==> src/rtl/image_pkg.sv <==
// Shared definitions for the image frame sequencer: FSM state encoding,
// processing-mode codes and default frame geometry.
package image_pkg;

  typedef enum logic [1:0] {
    IDLE  = 2'd0,
    LINE  = 2'd1,
    BLANK = 2'd2,
    DONE  = 2'd3
  } state_e;

  typedef enum logic [1:0] {
    MODE_BYPASS = 2'b00,
    MODE_BRIGHT = 2'b01,
    MODE_INVERT = 2'b10,
    MODE_THRESH = 2'b11
  } mode_e;

  localparam int DEF_WIDTH  = 768;
  localparam int DEF_HEIGHT = 512;
  localparam int DEF_HBLANK = 4;

endpackage

==> src/rtl/image_pos_counter.sv <==
// Row/column stepper for pixel pairs: col advances by 2 and wraps at the
// end of a line; row advances on request. Also flags the last pair of a line/frame.
module image_pos_counter
  import image_pkg::*;
#(
  parameter int WIDTH  = DEF_WIDTH,
  parameter int HEIGHT = DEF_HEIGHT,
  parameter int ROW_W  = 10,
  parameter int COL_W  = 11
) (
  input  logic             i_clk,
  input  logic             i_rst_n,
  input  logic             i_clear,
  input  logic             i_step,
  input  logic             i_row_inc,
  input  logic             i_valid,
  output logic [ROW_W-1:0] o_row,
  output logic [COL_W-1:0] o_col,
  output logic             o_line_last,
  output logic             o_frame_last
);

  localparam logic [COL_W-1:0] COL_LAST = COL_W'(WIDTH - 2);
  localparam logic [ROW_W-1:0] ROW_LAST = ROW_W'(HEIGHT - 1);

  logic [ROW_W-1:0] r_row;
  logic [COL_W-1:0] r_col;
  logic             w_col_end;

  assign w_col_end = (r_col == COL_LAST);

  // NOTE: non-blocking assignments for every register, so all flops sample pre-edge values.
  always_ff @(posedge i_clk) begin
    if (!i_rst_n) begin
      r_row <= '0;
      r_col <= '0;
    end else if (i_clear) begin
      r_row <= '0;
      r_col <= '0;
    end else begin
      if (i_step)    r_col <= w_col_end ? '0 : r_col + COL_W'(2);
      if (i_row_inc) r_row <= r_row + ROW_W'(1);
    end
  end

  assign o_row        = r_row;
  assign o_col        = r_col;
  assign o_line_last  = i_valid & w_col_end;
  assign o_frame_last = o_line_last & (r_row == ROW_LAST);

endmodule

==> src/rtl/image_frame_sequencer.sv <==
// Frame sequencer: walks one frame of pixel pairs with line blanking, honours
// downstream backpressure and freezes the processing mode for the whole frame.
module image_frame_sequencer
  import image_pkg::*;
#(
  parameter int WIDTH  = DEF_WIDTH,
  parameter int HEIGHT = DEF_HEIGHT,
  parameter int HBLANK = DEF_HBLANK,
  parameter int ROW_W  = 10,
  parameter int COL_W  = 11,
  parameter int CNT_W  = 18
) (
  input  logic             HCLK,
  input  logic             HRESETn,
  input  logic             start,
  input  logic             abort,
  input  logic [1:0]       mode_in,
  input  logic             pix_ready,
  output logic             pix_valid,
  output logic [ROW_W-1:0] row,
  output logic [COL_W-1:0] col,
  output logic             HSYNC,
  output logic             line_last,
  output logic             frame_last,
  output logic [1:0]       mode_q,
  output logic             busy,
  output logic [CNT_W-1:0] pair_count,
  output logic             ctrl_done,
  output logic             start_err
);

  localparam int               BLK_W     = (HBLANK > 2) ? $clog2(HBLANK) : 1;
  localparam logic [BLK_W-1:0] BLK_LOAD  = BLK_W'((HBLANK > 0) ? HBLANK - 1 : 0);
  localparam bit               HAS_BLANK = (HBLANK > 0);

  state_e           r_state, w_state_next;
  logic [BLK_W-1:0] r_blank_cnt;
  logic [CNT_W-1:0] r_pair_count;
  mode_e            r_mode_q;
  logic             r_start_err;

  logic             w_pix_valid, w_xfer, w_start_ok, w_blank_end, w_row_inc;
  logic             w_line_last, w_frame_last;
  logic [ROW_W-1:0] w_row;
  logic [COL_W-1:0] w_col;

  // Abort suppresses any transfer or row step in the same cycle so counts freeze.
  assign w_pix_valid = (r_state == LINE);
  assign w_xfer      = w_pix_valid & pix_ready & ~abort;
  assign w_start_ok  = (r_state == IDLE) & start & ~abort;
  assign w_blank_end = (r_state == BLANK) & (r_blank_cnt == '0) & ~abort;
  assign w_row_inc   = (w_xfer & w_line_last & ~w_frame_last & ~HAS_BLANK) | w_blank_end;

  image_pos_counter #(
    .WIDTH (WIDTH),
    .HEIGHT(HEIGHT),
    .ROW_W (ROW_W),
    .COL_W (COL_W)
  ) u_pos (
    .i_clk       (HCLK),
    .i_rst_n     (HRESETn),
    .i_clear     (w_start_ok),
    .i_step      (w_xfer),
    .i_row_inc   (w_row_inc),
    .i_valid     (w_pix_valid),
    .o_row       (w_row),
    .o_col       (w_col),
    .o_line_last (w_line_last),
    .o_frame_last(w_frame_last)
  );

  // NOTE: next state defaults to the current state first, so no path leaves it unassigned (no latch).
  always_comb begin
    w_state_next = r_state;
    case (r_state)
      IDLE:  if (start) w_state_next = LINE;
      LINE: begin
        if (w_xfer && w_line_last) begin
          if (w_frame_last)   w_state_next = DONE;
          else if (HAS_BLANK) w_state_next = BLANK;
        end
      end
      BLANK: if (r_blank_cnt == '0) w_state_next = LINE;
      DONE:  w_state_next = IDLE;
      default: w_state_next = IDLE;
    endcase
    if (abort) w_state_next = IDLE;
  end

  always_ff @(posedge HCLK) begin
    if (!HRESETn) begin
      r_state      <= IDLE;
      r_blank_cnt  <= '0;
      r_pair_count <= '0;
      r_mode_q     <= MODE_BYPASS;
      r_start_err  <= 1'b0;
    end else begin
      r_state     <= w_state_next;
      r_start_err <= start & (r_state != IDLE);
      if (w_start_ok) begin
        r_mode_q     <= mode_e'(mode_in);
        r_pair_count <= '0;
      end else if (w_xfer) begin
        r_pair_count <= r_pair_count + CNT_W'(1);
      end
      if (w_xfer && w_line_last)
        r_blank_cnt <= BLK_LOAD;
      else if (r_state == BLANK && r_blank_cnt != '0)
        r_blank_cnt <= r_blank_cnt - BLK_W'(1);
    end
  end

  assign pix_valid  = w_pix_valid;
  assign HSYNC      = w_pix_valid;
  assign row        = w_row;
  assign col        = w_col;
  assign line_last  = w_line_last;
  assign frame_last = w_frame_last;
  assign mode_q     = r_mode_q;
  assign busy       = (r_state != IDLE);
  assign pair_count = r_pair_count;
  assign ctrl_done  = (r_state == DONE);
  assign start_err  = r_start_err;

endmodule

==> config.mk <==
export PLATFORM = sky130hd
export DESIGN_NAME = image_frame_sequencer
export DESIGN_NICKNAME = d
export VERILOG_FILES = /design/src/rtl/image_pkg.sv /design/src/rtl/image_pos_counter.sv /design/src/rtl/image_frame_sequencer.sv
export SDC_FILE = /design/constraint.sdc
export NUM_CORES = 1
export LEC_CHECK = 0
export ABC_AREA = 1
export BUFFER_PORTS_ARGS = -buffer_cell sky130_fd_sc_hd__clkbuf_2
export CORE_MARGIN = 2
export CORE_UTILIZATION = 48
export CTS_BUF_LIST = sky130_fd_sc_hd__clkbuf_16
export DETAILED_ROUTE_END_ITERATION = 16
export GPL_ROUTABILITY_DRIVEN = 0
export GPL_TIMING_DRIVEN = 0
export MAX_ROUTING_LAYER = met4
export PLACE_DENSITY = 0.76
export SLEW_MARGIN = 10
export SYNTH_ARGS = -nofsm -noshare
export SYNTH_HDL_FRONTEND = slang
export SYNTH_SLANG_ARGS = --single-unit
==> constraint.sdc <==
create_clock -name HCLK -period 1.3 [get_ports HCLK]
set_input_delay 0.195 -clock HCLK [delete_from_list [all_inputs] [get_ports HCLK]]
set_output_delay 0.195 -clock HCLK [all_outputs]
set_load 0.02 [all_outputs]
* Word-level counts from Yosys, hierarchy flattened
Cells that the tools add are included.
** Word-level totals
- Bits in registers :: 46
- Bits of input ports :: 7
- Word-level logic and storage cells :: 48
** Cells by class
- Add/subtract/negate cells :: 4
- Eq/ne operators :: 8
- Reductions and logical operators :: 10
- Muxes and demuxes :: 8
- Bitwise gates (word level) :: 11
** Operators by type and width (number)
- 18-bit by 1-bit adder with 18-bit output, second input constant :: 1
- 11-bit by 2-bit adder with 11-bit output, second input constant :: 1
- 11-bit by 10-bit equality test with 1-bit output, second input constant :: 1
- 11-bit two-way mux :: 1
- 10-bit by 1-bit adder with 10-bit output, second input constant :: 1
- 10-bit by 9-bit equality test with 1-bit output, second input constant :: 1
- 2-bit two-way mux :: 5
- 1-bit bitwise AND :: 9
- 2-bit case mux with 4 select lines :: 1
- 2-bit inequality test, second input constant :: 3
- 2-bit nonzero test :: 3
- 2-bit equality test, second input constant :: 2
- 2-bit logical NOT :: 2
- 2-bit OR reduction :: 2
- 3-bit AND reduction :: 1
- 2-bit by 1-bit equality test with 1-bit output, second input constant :: 1
- 1-bit logical AND :: 2
- 1-bit inverter :: 2
- 2-bit by 1-bit subtractor with 2-bit output, second input constant :: 1
- 1-bit two-way mux :: 1

* Logic depth before layout (Yosys ltp)
- Depth in word-level cells :: 6
- Depth in mapped cells :: 10
- Depth with buffers taken out :: 10

* Hierarchy
From an unflattened synthesis, not the netlist that was laid out.
** Second synthesis, totals
- Cells, all modules :: 336
- Area total of the unflattened synthesis :: 2347.3 µm²
** Modules (own cells, without submodules)
- image_frame_sequencer :: instances 1, sequential area each 500.5 µm², cells an instance 189, area each 1327.5 µm²
- image_pos_counter :: instances 1, sequential area each 400.4 µm², cells an instance 147, area each 1019.7 µm²

* Least setup slack after synthesis
No wires, ideal clock.
- Path type :: flip-flop to output port
- Start point :: register u_pos.r_row[0], in the netlist u_pos.o_row[0]
- End point :: output port frame_last
- Path slack :: -0.509 ns
- Cell stages (with the launch flop) :: 8
- Path buffers :: 0
- Data required time :: 1.105 ns
- Data arrival time :: 1.614 ns
- Cells stage by stage :: dfxtp_1 ha_1 inv_1 nor2_1 nand2_1 nor2_1 inv_1 nor3_1
** Between the ends
- Word-level cells in the longest chain between the ends :: 2
** RTL lines
- start, declared :: RTL line image_pos_counter.sv:26 : logic [ROW_W-1:0] r_row;
- start signal, assigned :: RTL line image_pos_counter.sv:42 : if (i_row_inc) r_row <= r_row + ROW_W'(1);
- 10-bit by 9-bit equality test with 1-bit output :: RTL line image_pos_counter.sv:49 : assign o_frame_last = o_line_last & (r_row == ROW_LAST);
- 1-bit bitwise AND :: RTL line image_pos_counter.sv:49
- end, declared :: RTL line image_frame_sequencer.sv:24 : output logic frame_last,
No other way between the ends.

* Final worst setup path
- Start point :: register u_pos.r_row[1], in the netlist u_pos.o_row[1]
- End point :: output port frame_last
Same word-level chain as after synthesis.

==> results.yml <==
outcome:
  status: "finished, violations left"
  violations: "negative setup slack"
floorplanning:
  io_pins: 55
  die_y_um: 73.2
  start_util_pct: 49.3
  core-area_mm2: 0.00466
  fp.dieW_um: 73.2
  fp-row-count: 25
  dieArea_mm2: 0.00535
worst_hold_path:
  hold_depth: 3
  hold-path-endpoint: "mode_q[0]"
  hp-class: "in2reg"
  hold_start: "mode_in[0]"
worst_setup_path:
  path_delay_family: "simple AND/OR/NAND/NOR gates"
  end_kind: "output port"
  cp.buffers_inverters: 3
  critPathArrivalTime_ps: 1510
  ff2ff_path_depth: 8
  ff2ff_setup_slack_ps: -120
  crit_type: "reg2out"
  slowest_stage: "dfxtp_4"
  reg2reg_from: "pair_count[0]"
  worstPathRequired_ps: 1110
  cp_max_fo: 2
  crit_chain: "ha_4, inv_2, nor2_4, nand2_4, nor2_4, inv_2, nor3_4, clkbuf_8"
  cp-start-kind: "flip-flop"
  r2r-end: "pair_count[14]"
  crit_path_max_incr_delay_ps: 360
detailed_routing:
  wire_per_inst_um: 14.0
  dr.pass1.iters: 4
  final_antenna_net_count: 0
  vias_per_cell: 5.29
  first_iter_violations: 162
  drc: 0
  routed_wl_um: 6650
  num_vias: 2517
layout:
  fillers: 326
  fin_nets: 432
  regArea_um2: 945
  drive_gt1_share_pct: 48.3
  area_growth_syn_to_layout_pct: 55.4
  antennaDiodeCount: 0
  multiInputGateArea_mm2: 0.00157
timing:
  hold_viol_final: 0
  setup_viol: 26
  setup_slack_ps: -407
  skew_ps: 5.74
  rsz0062_at_grt: "true"
  layout_min_cycle_time_ps: 1710
  clock.fmax_mhz: 586
  fin_hold_ws_ps: 173
  final_max_slew_viol_count: 0
  fin_crit_sh_pct: 131
logic_synthesis:
  synth.area.top_cells: "dfxtp_1 (39%), nand2_1 (11%), nor2_1 (9.3%)"
  synthArstFlopShare_pct: 0
  synth.distinct_cells: 33
  synth_commonest_cells: "nand2_1 (68), nor2_1 (57), inv_1 (48), dfxtp_1 (45), a21oi_1 (22)"
  synth_edf_count: 0
  ys.flop_type: "dfxtp_1"
  yosysMostFrequentCell: "nand2_1"
  synth.yosys.seq_area_share_pct: 39.2
  synth_warnings: 0
  synthCells: 333
  yosys.area.top_type: "dfxtp_1"
  synth_nets: 344
  synth_top_area_share_pct: 39.2
  syn_area_per_cell_um2: 6.89
  netlist_area_mm2: 0.00230
  ys_ff_latch: 45
global_routing:
  grt_overflow: 0
  busiest_layer: "met2"
  grt_pass1_wl_um: 9250
  grt_use_total_pct: 22.5
  antenna_found_initial: 0
  grt_max_degree: 14
  grt_use_met2_pct: 35.7
  grt_pass1_vias: 2136
  use_met3_pct: 4.28
  grtUsageMet1_pct: 29.0
placement:
  preCtsSetupSlack_ps: -234
  numPortBuffers: 53
  dp_hpwl_um: 3800
clock_network:
  cts_tree: "built"
  cts-htree-levels: 2
  cts_made_buffers: 5
  cts_sinks: 45
  holdBufCountCts: 0
  clk_pin_slew_ps: 60
  cts_buffer_depth: 2
  cts_root_buf: "clkbuf_16"
  insertion_delay_ps: 290
power:
  ir_drop_uv: 916
  power_leakage_nw: 1.57
  powerDensity_mw_per_mm2: 795
job:
  drv_cap: 0
## flip-flops by register name, summed over array words and instances, names as in the netlist
signal / count
u_pos.o_col: 10
mode_q: 2
pair_count: 18
u_pos.o_row: 10
r_blank_cnt: 2
start_err: 1
r_state: 2
## cell type report
cell class                 count  share of cell area (%)
buffer                         6                    2.00
clock buffer                   5                    3.51
clock inverter                 3                   0.316
inverter                      50                    6.03
multi-input combinational    232                    44.1
sequential                    45                    26.5
tap                           54                    1.89
timing repair buffer          81                    15.7
## kinds of logic after synthesis
logic type	Yosys count	share of synthesized area [%]
xor+xnor	7	2.67
compound gates	43	9.97
simple gates	177	35.5
flops	45	39.2
buf+inv	56	10.2
fa+ha+maj	4	2.18
other cells	1	0.163
## cell usage in the layout (no fill, tap or decap), types with 10 or more instances in the layout
| master | n |
|---|---|
| dfxtp_1 | 26 |
| clkbuf_2 | 49 |
| nand3_1 | 10 |
| buf_4 | 21 |
| inv_1 | 44 |
| nor2_1 | 37 |
| nor2_2 | 13 |
| nand2_2 | 12 |
| nand2_1 | 51 |
| a21oi_1 | 19 |
| nor2_4 | 13 |
| dfxtp_2 | 11 |
## through the flow
stage                     instances  power [W]  instance area [um2]  TNS (ps)  util, %
after floorplan                 333    0.00151                 2390      -214        -
after global placement          440    0.00155                 2730     -2240     58.5
after detailed placement        440    0.00156                 2730     -3050     58.5
after CTS                       457    0.00276                 3060      -879     65.6
after global routing            476    0.00293                 3570     -4030     76.6
final                           476    0.00284                 3570     -1780     76.6
## worst max-delay path by stage
| stage | from | to | cells after the start |
|---|---|---|---|
| floorplan | pair_count[1] | pair_count[12] | 8 |
| global placement | u_pos.o_row[0] | frame_last | 8 |
| detailed placement | u_pos.o_row[1] | frame_last | 8 |
| CTS | u_pos.o_row[0] | frame_last | 8 |
| global route | u_pos.o_row[1] | frame_last | 8 |
| finish | u_pos.o_row[1] | frame_last | 8 |
## where the power goes
group          switching, W  total [W]  internal [W]
combinational      0.000139   0.000246      0.000108
sequential       0.00000954    0.00138       0.00137
clock              0.000518    0.00121      0.000692
total              0.000666    0.00284       0.00217
## worst register-to-register path, cell delays in order, from the launching register on
cell	delay (ps)
dfxtp_4	380
ha_4	160
nand2_4	60
nor2_4	110
nand2_2	80
nor2_4	240
nand3_2	110
o21ai_1	140
nor2_1	50
## repair_timing
item                                    in CTS  in global routing
buffers inserted                             9                 18
resized for setup                           39                103
hold endpoints to repair                     0                  0
endpoints found under the setup margin      42                 36
pin swaps                                   16                 36
cloned                                       0                  1
## metal layers
metal	part of all wire, %	vias to the layer above
met5	0	-
met4	2.4	0
met3	4.5	15
met2	52	75
met1	42	1194
li1	-	1233
No activity file was read; power rests on OpenSTA's default activity.
